==> src/rtl/seq_frame_tx.sv <==
// seq_frame_tx: MSB-first 1101-preamble frame transmitter with zero-stuffing after any 110.
// Optional: define PARITY_EN to append an even-parity bit between payload and guard.
module seq_frame_tx #(
   parameter int DATA_W = 8
) (
   input  logic              clk,
   input  logic              rst,
   input  logic              start,
   input  logic [DATA_W-1:0] data,
   output logic              ready,
   output logic              busy,
   output logic              z,
   output logic              stuff,
   output logic              frame_done
);
   localparam int CW = $clog2(DATA_W) < 2 ? 2 : $clog2(DATA_W);
`ifdef PARITY_EN
   typedef enum logic [2:0] {IDLE, PRE, DATA, PAR, GUARD} state_t;
   logic par;
`else
   typedef enum logic [2:0] {IDLE, PRE, DATA, GUARD} state_t;
`endif
   state_t state, ns;
   logic [CW-1:0] cnt, nc;
   logic [DATA_W-1:0] sr;
   logic [2:0] h;
   logic acc, cand, stf, last;
   assign ready = state == IDLE;
   assign busy = !ready;
   assign acc = start && ready;
   assign last = cnt == CW'(DATA_W - 1);
   // state/cnt describe the bit currently on z; ns/nc/cand describe the next real bit
   assign stf = h == 3'b110 && state != IDLE && ns != IDLE && !(ns == PRE && nc == CW'(3));
   always_comb begin
      ns = state;
      nc = cnt;
      cand = 1'b0;
      case (state)
         IDLE: begin
            ns = acc ? PRE : IDLE;
            nc = '0;
            cand = acc;
         end
         PRE: begin
            ns = cnt == CW'(3) ? DATA : PRE;
            nc = cnt == CW'(3) ? '0 : cnt + 1'b1;
            cand = cnt == CW'(3) ? sr[DATA_W-1] : cnt != CW'(1);
         end
         DATA: begin
`ifdef PARITY_EN
            ns = last ? PAR : DATA;
            cand = last ? par : sr[DATA_W-1];
`else
            ns = last ? GUARD : DATA;
            cand = last ? 1'b0 : sr[DATA_W-1];
`endif
            nc = last ? '0 : cnt + 1'b1;
         end
`ifdef PARITY_EN
         PAR: ns = GUARD;
`endif
         GUARD: ns = IDLE;
         default: ns = IDLE;
      endcase
   end
   always_ff @(posedge clk or posedge rst) begin
      if (rst) begin
         state <= IDLE;
         cnt <= '0;
         sr <= '0;
         h <= 3'b000;
         z <= 1'b0;
         stuff <= 1'b0;
         frame_done <= 1'b0;
`ifdef PARITY_EN
         par <= 1'b0;
`endif
      end else begin
         z <= stf ? 1'b0 : cand;
         h <= {h[1:0], stf ? 1'b0 : cand};
         stuff <= stf && ns != GUARD;
         frame_done <= !stf && ns == GUARD;
         if (!stf) begin
            state <= ns;
            cnt <= nc;
         end
         if (acc) begin
            sr <= data;
`ifdef PARITY_EN
            par <= ^data;
`endif
         end else if (!stf && ns == DATA) begin
            sr <= sr << 1;
         end
      end
   end
endmodule

==> config.mk <==
export PLATFORM = sky130hd
export DESIGN_NAME = seq_frame_tx
export DESIGN_NICKNAME = d
export VERILOG_FILES = /design/src/rtl/seq_frame_tx.sv
export SDC_FILE = /design/constraint.sdc
export NUM_CORES = 1
export LEC_CHECK = 0
export ABC_AREA = 1
export CELL_PAD_IN_SITES_DETAIL_PLACEMENT = 0
export CELL_PAD_IN_SITES_GLOBAL_PLACEMENT = 1
export CORE_MARGIN = 2
export CORE_UTILIZATION = 41
export CTS_BUF_LIST = sky130_fd_sc_hd__clkbuf_4 sky130_fd_sc_hd__clkbuf_8
export CTS_CLUSTER_SIZE = 24
export DETAILED_ROUTE_END_ITERATION = 10
export GPL_TIMING_DRIVEN = 0
export PLACE_DENSITY_LB_ADDON = 0.1
export SETUP_SLACK_MARGIN = 0.4
export SLEW_MARGIN = 10
export SYNTH_ARGS = -nofsm -noshare
export SYNTH_HDL_FRONTEND = slang
export SYNTH_SLANG_ARGS = --single-unit
==> constraint.sdc <==
create_clock -name clk -period 2.65 [get_ports clk]
set_clock_uncertainty 0.15 [all_clocks]
set_input_delay 0.3975 -clock clk [delete_from_list [all_inputs] [get_ports clk]]
set_output_delay 0.3975 -clock clk [all_outputs]
set_load 0.05 [all_outputs]
== Word level (Yosys, flattened, before mapping) ==
Cells that the tools add are included.

* Add/sub/neg operators: 1
* Equality and inequality tests: 11
* Mux-type cells: 13
* Reductions and logical operators: 15

{| class="wikitable"
|+ Operators with widths
! operator !! number
|-
| two-way mux 8 bit || 2
|-
| == test 3 x 2 -> 1 bit (second input constant) || 5
|-
| case mux 3 bit (3 select lines) || 1
|-
| logical AND 1 bit || 8
|-
| == test 3 x 1 -> 1 bit (second input constant) || 2
|-
| == test 3 bit (second input constant) || 2
|-
| two-way mux 3 bit || 2
|-
| case mux 2 bit (3 select lines) || 1
|-
| nonzero test 3 bit || 2
|-
| two-way mux 1 bit || 5
|-
| adder 3 x 1 -> 3 bit (second input constant) || 1
|-
| zero test 1 bit || 3
|-
| zero test 3 bit || 1
|-
| != test 3 x 1 -> 1 bit (second input constant) || 1
|-
| != test 3 x 2 -> 1 bit (second input constant) || 1
|-
| case mux 1 bit (3 select lines) || 1
|-
| two-way mux 2 bit || 1
|-
| nonzero test 2 bit || 1
|}

* Register bits after elaboration: 20
* Bits of input ports: 11
* Output and inout port bits: 5

== Logic depth before layout (Yosys ltp) ==
* Word-level depth: 12
* Mapped depth: 12
* Depth with buffers taken out: 12

== Least setup slack after synthesis ==
No wires, ideal clock.

* Path kind: reg-to-reg
* Start: register state[1]
* End: register sr[3]
* Setup time: 0.116 ns
* Arrival time: 1.818 ns
* Data required time: 2.384 ns
* Path slack: 0.565 ns
* Cell stages (with the launch flop): 11
* Cells stage by stage: dfrtp_1 > nor2_2 > nand2_2 > nand3_4 > nand2_1 > inv_2 > nand2_4 > nand3_4 > nand2_4 > nand2_1 > nand2_1

* Cells in the longest elaborated chain, start to end: 11
* Elaborated cells between the ends (all ways): 21

{| class="wikitable"
|+ RTL lines
! item !! RTL line !! text
|-
| start: declaration || 23 || <nowiki>state_t state, ns;</nowiki>
|-
| start signal: assignment || 84 || <nowiki>state <= ns;</nowiki>
|-
| zero test 3 bit * || 28 || <nowiki>assign ready = state == IDLE;</nowiki>
|-
| via ready || 10 || <nowiki>output logic ready,</nowiki>
|-
| logical AND 1 bit || 30 || <nowiki>assign acc = start && ready;</nowiki>
|-
| two-way mux 1 bit || 40 || <nowiki>ns = acc ? PRE : IDLE;</nowiki>
|-
| case mux 2 bit (3 select lines) || 38 || <nowiki>case (state)</nowiki>
|-
| == test 3 x 1 -> 1 bit || 33 || <nowiki>assign stf = h == 3'b110 && state != IDLE && ns != IDLE && !(ns == PRE && nc == CW'(3));</nowiki>
|-
| logical AND 1 bit || 33 ||
|-
| zero test 1 bit || 33 ||
|-
| logical AND 1 bit || 33 ||
|-
| zero test 1 bit || 92 || <nowiki>end else if (!stf && ns == DATA) begin</nowiki>
|-
| logical AND 1 bit || 92 ||
|-
| nonzero test 2 bit (no line) || n/a ||
|-
| end signal: assignment || 88 || <nowiki>sr <= data;</nowiki>
|-
| end signal: assignment || 93 || <nowiki>sr <= sr << 1;</nowiki>
|-
| end: declaration || 25 || <nowiki>logic [DATA_W-1:0] sr;</nowiki>
|}

Mark *: on every way through the listed nets, which the timed path passes. The rest lies on a longest branch.
A chain may end at the register's enable or synchronous reset.

== Final worst setup path ==
* Start: register cnt[0]
* End: register sr[5]

* Cells in the longest elaborated chain, start to end: 10
* Elaborated cells between the ends (all ways): 20

{| class="wikitable"
|+ RTL lines
! item !! RTL line !! text
|-
| start: declaration || 24 || <nowiki>logic [CW-1:0] cnt, nc;</nowiki>
|-
| start signal: assignment || 85 || <nowiki>cnt <= nc;</nowiki>
|-
| adder 3 x 1 -> 3 bit (tied with other cells) || 46, 57 ||
|-
| two-way mux 3 bit (tied with other cells) || 57 || <nowiki>nc = last ? '0 : cnt + 1'b1;</nowiki>
|-
| case mux 3 bit (3 select lines) / case mux 2 bit (3 select lines) (equally long branches) || 38 ||
|-
| == test 3 x 2 -> 1 bit / == test 3 x 1 -> 1 bit (equally long branches) || 33 ||
|-
| logical AND 1 bit || 33 ||
|-
| zero test 1 bit || 33 ||
|-
| logical AND 1 bit || 33 ||
|-
| zero test 1 bit || 92 ||
|-
| logical AND 1 bit * || 92 ||
|-
| nonzero test 2 bit (no line) * || n/a ||
|}

Mark *: on every way between the ends. The rest lies on a longest branch, timed or not.

==> results.txt <==
- Run status: finished, final reports clean
* Max-cap check violation count: 0
- Overall die height: around 56 um
* Final HPWL DP: 1.67 mm
- Global routing used ~15% of the available tracks.
- Number of H-tree levels: 1
- In this design, the critical path's most frequently occurring cell is sky130_fd_sc_hd__nand2_1.
- On the critical path, the stage with the largest delay is an instance of sky130_fd_sc_hd__dfrtp_2.
* Hold crit path type: reg2reg
- CP max FO: 7
- For this design the top-level I/O count stands at 16.
- By area the synthesized netlist is led by sky130_fd_sc_hd__dfrtp_1 (41%), sky130_fd_sc_hd__nand2_1 (18%), sky130_fd_sc_hd__ha_1 (6.9%).
* Routed Wire Length: approximately 2.3 mm
* Syn Std Cell Area: around 1100 sq um
- For this run, the slowest stage of the critical path takes between 400 and 500 ps.
- Highest clock rate: approximately 470 MHz
- In the finished design, the share of the clock period the worst path needs comes to around four fifths.
- The die covers just over 3000 sq um.
- Cell variety after synth: 24
- Hold is met by approximately 240 ps.
* CTS sink cnt: 18
- The number of global-route vias before repair came to 841.
- Static leakage: 0.000680 uW
- Of the synthesized area, sequential elements account for roughly 41%.
* Floorplan row count: 18
- Summing over every cut layer, the via total after detailed routing is roughly 950.
* Maximum VDD drop: approximately 730 uV
- After detailed routing, the average wire length per cell comes to around 12 um.
- Worst-path clk slew: approximately 110 ps
- In this run, the number of DRC markers left after iteration 0 of detailed routing was 28.
- Max-slew headroom: between 50% and 60%
- The finished cells cover roughly 1300 sq um.
* Post-Route Utilization: about 54%
* Clock latency of the later-clocked register in the worst-skew pair: 300 ps
- After synthesis, the mean cell area works out to around 7.9 sq um.
- Pin count of the biggest net entering global routing: 19
- Setup repair after global routing left no endpoint under its margin.
- Diode insertion count for antenna repair: 0
- The worst hold path was traced through 0 stages.
- Critical path class: reg2reg
- The first detailed-routing pass ran for 4 iterations.
- Nets in the synthesized netlist: 155
- Hold_buf cts: 0
* Drt drc: 0
- Depth of the worst register-to-register path: 11
- In the final design database the tool counted between 150 and 200 nets.
* Final slew viol count: 0
* Clock period minus final worst setup slack: between 2000 and 2500 ps
* Starting density of the core: between 40% and 50%
- Most used cells in the layout excluding fill and tap cells: sky130_fd_sc_hd__nand2_1 (52), sky130_fd_sc_hd__dfrtp_1 (17), sky130_fd_sc_hd__nand3_1 (14)
- During synthesis, Yosys emitted a total of 0 warnings.
- Sum of overflow across all layers after global routing: 0
- Final-report hold violation count: 0
* Antenna violations before repair: 0
- Ratio of total power to cell area: ~1000 nW/um^2
- Compared with the post-synthesis result, the final layout area differs by 22.6%.
- Layout cell share with drive strength beyond 1: around 15%
* Endpoint arrival time on the critical path: between 2000 and 2500 ps
* DIE WIDTH: 55.7 um
- Required time worst endpoint: between 2000 and 3000 ps
- The signal on the critical path passes through ha_1 > ha_1 > nor2_1 > nand2_1 > nand3_2 > nand3_1 > nand2_4 > nand3_4 > nand2_4 > nand2_1 > nand2_1.
- TritonCTS clock tree: built
- The cell count after synthesis came out at ~140.
- Core Area: 2500 sq um
- The synthesized design contains 18 register bits.
* Number of endpoints failing setup at the final stage: 0
* Ratio of routed vias to standard cells: 4.99
* Launching element type of the critical path: flop
- Overall power after layout: roughly 1400 uW
- Port-buffer cells: 15
* TritonCTS buffer count: 3
* Number of buffers on the longest clock path: 2
- The tree is rooted in a sky130_fd_sc_hd__clkbuf_4.
* Wire length of the first global-routing pass: 3.74 mm
- At the pin with the least slew margin, the transition time is between 600 and 700 ps.
- Global placement routability congestion: ~0.8
* Commonest non-fill, non-tap cell in the layout: sky130_fd_sc_hd__nand2_1
* DP Area: around 1300 sq um
* Endpoint kind of the worst setup timing path: flop
- Share of Yosys cell area claimed by the top area cell type: 41.1%
- Remaining antenna violation count: 0
- Setup total negative slack on the finished layout was measured at 0 ps.
- The synthesized design spends more area on one cell type than any other, namely sky130_fd_sc_hd__dfrtp_1.
-- final cells by class --
cell class | instances | area [sq um]
clock buffers | 4 | 36.3
plain buffers | 1 | 13.8
flip-flops and latches | 18 | 452
repair buffers | 17 | 163
fillers | 246 | 1160
well taps | 30 | 37.5
inverters | 16 | 60.1
multi-input cells | 104 | 581
-- flip-flops by register name, summed over array words and instances, names as in the netlist --
| name | cells |
|---|---|
| cnt | 3 |
| state | 2 |
| h | 3 |
| stuff | 1 |
| frame_done | 1 |
| sr | 8 |
-- critical path, delay by kind of cell, from the launching register on --
| family | cells | cell delay (ps) |
|---|---|---|
| fa+ha+maj | 2 | 510 |
| flops | 1 | 460 |
| simple gates | 9 | 930 |
-- logic make-up (layout without fill, tap and decap cells) --
| kind of cell | Yosys count | after routing | synth area share [%] |
|---|---|---|---|
| AO/OA/AOI/OAI | 8 | 8 | 5.37 |
| AND/OR/NAND/NOR | 89 | 90 | 39.9 |
| adder cells (fa/ha/maj) | 6 | 6 | 6.86 |
| buffers and inverters | 17 | 38 | 6.74 |
| flip-flops | 18 | 18 | 41.1 |
-- layer usage --
layer | vias to the layer above | part of all wire, % | track usage (%)
met4 | 0 | 1.3 | 7.32
li1 | 488 | - | -
met5 | - | 0 | 0
met1 | 432 | 48 | 20.5
met3 | 3 | 4.7 | 2.56
met2 | 26 | 46 | 23.6
-- synth_stat cells --
cell type                  number
sky130_fd_sc_hd__nand4_1        2
sky130_fd_sc_hd__nor2_2         1
sky130_fd_sc_hd__nand3_2        1
sky130_fd_sc_hd__o21ai_0        1
sky130_fd_sc_hd__clkbuf_8       1
sky130_fd_sc_hd__o21ai_4        1
sky130_fd_sc_hd__clkinv_1       1
sky130_fd_sc_hd__nand2_1       52
sky130_fd_sc_hd__nor2_1         9
sky130_fd_sc_hd__nor3_1         1
sky130_fd_sc_hd__ha_1           6
sky130_fd_sc_hd__nand2_2        2
sky130_fd_sc_hd__nand3_4        2
sky130_fd_sc_hd__inv_2          3
sky130_fd_sc_hd__a21oi_1        2
sky130_fd_sc_hd__a21boi_0       1
sky130_fd_sc_hd__nand2_4        3
sky130_fd_sc_hd__dfrtp_1       18
sky130_fd_sc_hd__nor2_4         2
sky130_fd_sc_hd__o21a_1         1
sky130_fd_sc_hd__a31oi_1        1
sky130_fd_sc_hd__o22ai_1        1
sky130_fd_sc_hd__inv_1         12
sky130_fd_sc_hd__nand3_1       14
-- final timing paths --
kind | to | slack, ps | from
max | sr[5] | 540 | cnt[0]
min | h[2] | 240 | h[1]
max in group asynchronous | cnt[0] | 1560 | rst
min in group asynchronous | sr[4] | 320 | rst
min reg2reg | h[2] | 240 | h[1]
max reg2reg | sr[5] | 540 | cnt[0]
-- power breakdown --
part	internal, uW	leakage, uW	switching [uW]
sequential	386	0.000228	79.7
combinational	265	0.000430	483
clock	83.9	0.0000210	95.5
total	734	0.000680	658
-- per-stage QoR --
stage	std cells	worst slack [ps]
after global placement	183	582
after detailed placement	183	539
final	190	541
after CTS	187	518
after global routing	190	408
after floorplan	138	565
-- what timing repair did --
item	CTS	global route
buffers inserted	0	2
endpoints found under the hold margin	0	0
resized for setup	2	1
gates cloned	0	1
pin swaps	0	1
setup endpoints to repair	2	4
Note: power is estimated with default switching activity, not from simulation.
